**src/rtl/rf_pkg.sv**
```systemverilog
// Shared types and helpers for the parametrised multi-port register file.
package rf_pkg;

    localparam int XLEN_DEF  = 32;
    localparam int NREGS_DEF = 32;
    localparam int BUS_MAX   = 256;

    typedef enum logic {
        RF_IDLE  = 1'b0,
        RF_CLEAR = 1'b1
    } rf_state_t;

    // Extract field k of width w from a packed bus (zero-extended to BUS_MAX).
    function automatic logic [63:0] rf_field(input logic [BUS_MAX-1:0] bus,
                                             input int unsigned        k,
                                             input int unsigned        w);
        logic [BUS_MAX-1:0] mask;
        mask = (BUS_MAX'(1) << w) - BUS_MAX'(1);
        return 64'((bus >> (k * w)) & mask);
    endfunction

endpackage

```
**src/rtl/rf_clear_ctrl.sv**
```systemverilog
// Clear sequencer: sweeps every register to zero after reset or on request,
// one index per cycle, and flags busy for the duration.
module rf_clear_ctrl
    import rf_pkg::*;
#(
    parameter int NREGS = NREGS_DEF,
    parameter int AW    = $clog2(NREGS)
) (
    input  logic          clk,
    input  logic          rst,
    input  logic          clr_req,
    output logic          busy,
    output logic          clr_we,
    output logic [AW-1:0] clr_idx
);

    localparam logic [AW-1:0] LAST_IDX = AW'(NREGS - 1);

    rf_state_t     state_q, state_d;
    logic [AW-1:0] idx_q, idx_d;

    // NOTE: state registers use non-blocking assignments so every flop samples
    // pre-edge values; blocking here would create order-dependent simulation.
    always_ff @(posedge clk) begin
        if (rst) begin
            state_q <= RF_CLEAR;
            idx_q   <= '0;
        end else begin
            state_q <= state_d;
            idx_q   <= idx_d;
        end
    end

    // NOTE: every output of this block gets a default first, so no path
    // leaves a signal unassigned and no latch is inferred.
    always_comb begin
        state_d = state_q;
        idx_d   = idx_q;
        case (state_q)
            RF_IDLE: begin
                if (clr_req) begin
                    state_d = RF_CLEAR;
                    idx_d   = '0;
                end
            end
            RF_CLEAR: begin
                idx_d = idx_q + AW'(1);
                if (idx_q == LAST_IDX) begin
                    state_d = RF_IDLE;
                end
            end
            default: begin
                state_d = RF_IDLE;
                idx_d   = '0;
            end
        endcase
    end

    assign busy    = (state_q == RF_CLEAR);
    assign clr_we  = busy;
    assign clr_idx = idx_q;

endmodule

```
**src/rtl/regfile_mp.sv**
```systemverilog
// Parametrised integer register file: NRD combinational read ports with
// optional write bypass, hardwired x0, hardware clear sweep and debug port.
module regfile_mp
    import rf_pkg::*;
#(
    parameter int XLEN   = XLEN_DEF,
    parameter int NREGS  = NREGS_DEF,
    parameter int NRD    = 2,
    parameter int BYPASS = 1,
    parameter int DBG_W  = 16,
    parameter int AW     = $clog2(NREGS)
) (
    input  logic                clk,
    input  logic                rst,
    input  logic                we,
    input  logic [AW-1:0]       waddr,
    input  logic [XLEN-1:0]     wdata,
    input  logic [NRD*AW-1:0]   raddr,
    output logic [NRD*XLEN-1:0] rdata,
    input  logic                clr_req,
    output logic                busy,
    input  logic [AW-1:0]       dbg_addr,
    output logic [DBG_W-1:0]    dbg_data
);

    logic          clr_we;
    logic [AW-1:0] clr_idx;
    logic          wr_en;

    rf_clear_ctrl #(
        .NREGS (NREGS),
        .AW    (AW)
    ) u_clear_ctrl (
        .clk     (clk),
        .rst     (rst),
        .clr_req (clr_req),
        .busy    (busy),
        .clr_we  (clr_we),
        .clr_idx (clr_idx)
    );

    // A clear request in the same cycle wins over the write.
    assign wr_en = we && (waddr != '0) && !busy && !clr_req && !rst;

    logic [XLEN-1:0] mem [NREGS];

    // NOTE: the array has no reset branch so it maps onto plain RAM/flops
    // without a reset net; the clear sweep is what zeroes it.
    always_ff @(posedge clk) begin
        if (clr_we) begin
            mem[clr_idx] <= '0;
        end else if (wr_en) begin
            mem[waddr] <= wdata;
        end
    end

    always_ff @(posedge clk) begin
        if (rst) begin
            dbg_data <= '0;
        end else if (dbg_addr == '0) begin
            dbg_data <= '0;
        end else begin
            dbg_data <= mem[dbg_addr][DBG_W-1:0];
        end
    end

    for (genvar k = 0; k < NRD; k++) begin : g_rd
        logic [AW-1:0]   ra;
        logic [XLEN-1:0] rd;

        assign ra = AW'(rf_field(BUS_MAX'(raddr), k, AW));

        always_comb begin
            rd = '0;
            if (ra == '0 || busy) begin
                rd = '0;
            end else if (BYPASS != 0 && we && waddr == ra) begin
                rd = wdata;
            end else begin
                rd = mem[ra];
            end
        end

        assign rdata[k*XLEN +: XLEN] = rd;
    end

endmodule
```
**config.mk**
```make
export PLATFORM = sky130hd
export DESIGN_NAME = regfile_mp
export DESIGN_NICKNAME = d
export VERILOG_FILES = /design/src/rtl/rf_pkg.sv /design/src/rtl/rf_clear_ctrl.sv /design/src/rtl/regfile_mp.sv
export SDC_FILE = /design/constraint.sdc
export NUM_CORES = 1
export LEC_CHECK = 0
export BUFFER_PORTS_ARGS = -buffer_cell sky130_fd_sc_hd__buf_2
export CAP_MARGIN = 30
export CORE_MARGIN = 3
export CORE_UTILIZATION = 35
export DETAILED_ROUTE_END_ITERATION = 10
export SLEW_MARGIN = 20
export SYNTH_ARGS = -nofsm -noshare
export SYNTH_HDL_FRONTEND = slang
export SYNTH_SLANG_ARGS = --single-unit
```
**constraint.sdc**
```tcl
create_clock -name clk -period 5.6 [get_ports clk]
set_input_delay 0.56 -clock clk [delete_from_list [all_inputs] [get_ports clk]]
set_output_delay 0.56 -clock clk [all_outputs]
set_load 0.05 [all_outputs]
```
==> run summary <==
Most frequent cells in the layout - edfxtp_1 (1,024), mux4_2 (474), mux2i_1 (315)
Most frequent CP cell - buf_4
Met1 Use GR - 31.6%
Synthesized net count - 3,138
Power per Cell Area - 280 mW/mm²
Hold buffers post-CTS - 0
Post-cts sizing count - 0
Worst-path clk slew - 0.07 ns
GR Layer Usage met3 - 6.68%
H-tree depth - 3
CP Class - flop to flop
Final Wtd Congestion - 0.860
CP endpoint kind - flop
Final min period - 4.37 ns
Top FF cell, synth - edfxtp_1
WP depth - 6
Starting Density - 35.5%
Pleak - 0.0214 µW
# Max-Cap Violations - 0
Hold Path Cell Cnt - 2
Worst setup SP type - flop
Antenna Nets Post-Route - 0
Clk_lat worst skew - 0.71 ns
TritonCTS Buffers - 105
Yosys reg bits - 1,046
First drt pass iteration count - 5
Cell family contributing the most delay on the critical path - simple AND/OR/NAND/NOR gates
Pin count of the biggest net entering global routing - 93
Asr flop ratio synth - 0%
Tot GR Track Use - 22.6%
Number of global-route vias before repair - 34.0k
CTS Sinks - 1,046
Sequential-to-total area share from yosys stat - 58.4%
IO buf count - 136
DRT iter0 DRCs - 4,705
Crit path max fanout - 31
Setup TNS - 0 ns
Slowest CP cell - nor2_4
Die height - 397 µm
Top Ports - 137
DRC violations left - 0
Critical path buffers and inverters - 2
Hold Path Class - primary input to flop
Post-synth top area share - 57.5%
Global-route wire length before repair - 256,000 µm
Busiest grt layer - met2
Area growth syn-to-layout - 13.2%
Reg2Reg Depth - 6
Vias - 34.3k
YS warnings - 0
Period Utilization, post-route - 78.1%
DP HPWL - 110,000 µm
Die Wd - 397 µm
Actual slew at the worst max-slew pin - 1.16 ns
TritonCTS clock tree - built
Status - finished clean
RSZ-0062 raised after global routing - false
Root Driver - clkbuf_16
Setup bufs post-CTS - 0
Max VDD drop - 0.000285 V
DP Area - 0.0570 mm²
Worst Path Arrival - 4.75 ns
Final net count - 3,242
Die area - 0.157 mm²
Share of layout cells above drive strength 1 - 31.0%
Mapped Cells - 3,080
Final setup vio count - 0
Area contributors post-synth - edfxtp_1 (58%), mux4_2 (20%), mux2i_1 (5.9%), a221oi_1 (2.2%), a22oi_1 (1.8%)
Final Slew Violations - 0
Largest area contributor in the netlist - edfxtp_1
CP cell instances - or4b_1 > a21oi_4 > buf_4 > a31oi_1 > nor2_4 > buf_4
Post-synth cell types - 61
Num rows - 142
Fmax - 0.229 GHz
Initial antenna violation count - 10
Max Root-Sink Buffers - 3
M2 GR Usage - 33.7%
Clk_skew - 0.0188 ns
Slowest stage delay, CP - 0.83 ns
Wire per inst - 34.2 µm
Req. time, crit path - 5.98 ns
WL final - 181,000 µm
Syn_area_per_cell - 17.3 µm²
Reg2Reg Setup Slack - 1.23 ns
Final hold vios - 0
DR vias/cell - 6.49
Core Box Area - 0.151 mm²
Number of synthesized flops with an enable pin - 1,024
Total gr overflow - 0
Post-route cell area - 0.0605 mm²
Relative slew slack - 22.8%
Syn Std Cell Area - 0.0534 mm²
Most common cell after layout, fill and taps aside - edfxtp_1
[path summary, 6_finish.rpt]
kind                            from                 endpoint
max                u_clear_ctrl.busy               mem[8][26]
min                              rst  u_clear_ctrl.clr_idx[4]
max reg2reg        u_clear_ctrl.busy               mem[8][26]
min reg2reg  u_clear_ctrl.clr_idx[0]  u_clear_ctrl.clr_idx[0]
[power by group]
part,internal [µW],leakage (µW),switching [µW],total [µW]
registers,8550,0.0115,42.3,8590
logic,518,0.00833,903,1420
clock network,3840,0.00159,3070,6910
[registers in the layout, indices dropped and copies added (netlist names)]
name,flops
u_clear_ctrl.busy,1
dbg_data,16
mem,1024
u_clear_ctrl.clr_idx,5
[layer usage]
layer  vias up  part of all wire [%]
met3       418                    13
met2      2325                    44
li1      13553                     -
met5         -                 0.017
met4         4                   3.7
met1     18034                    39
[per-stage QoR]
step / instances / setup slack, ns / hold WS, ns / util [%] / power (µW)
after global placement: 5064 / 1.28 / 0.604 / 37.6 / 10200
final: 5293 / 1.23 / 0.109 / 40.1 / 16900
after CTS: 5277 / 1.33 / 0.0683 / 40.0 / 17000
after detailed placement: 5080 / 1.34 / 0.623 / 37.8 / 10200
after floorplan: 3080 / 1.94 / 0.556 / - / 9660
after global routing: 5291 / 1.12 / 0.0938 / 40.1 / 17400
[kinds of logic after synthesis]
logic type                 after synthesis  synth area share, %
DFF                                   1046                 58.4
and+or+nand+nor                        236                 2.23
xor gates and xnor gates                11                0.180
muxes                                  850                 27.2
buffers and inverters                  293                 3.03
adders and majority gates                2               0.0468
AOI/OAI and AO/OA                      642                 8.98
[synth_stat cells, types with 22 or more instances]
library cell	count
a21oi_1	80
a221o_1	62
a221oi_1	137
a22oi_1	126
and2_1	34
buf_2	94
buf_4	43
buf_6	32
clkbuf_1	99
dfxtp_1	22
edfxtp_1	1024
mux2_2	61
mux2i_1	315
mux4_2	474
nand2b_1	30
nor2_1	110
o211ai_1	30
o21ai_0	30
o21ai_1	55
o21bai_1	32
o221ai_1	26
o22ai_1	23
[layout make-up]
cell class	count	area [µm²]
sequential	1046	31200
antenna	3	7.51
fill	13606	90200
clock buffer	135	2790
tap	2016	2520
multi-input combinational	1741	21000
timing repair buffer	278	2430
clock inverter	62	499
inverter	12	48.8
Power figures use the tool's default switching activity.
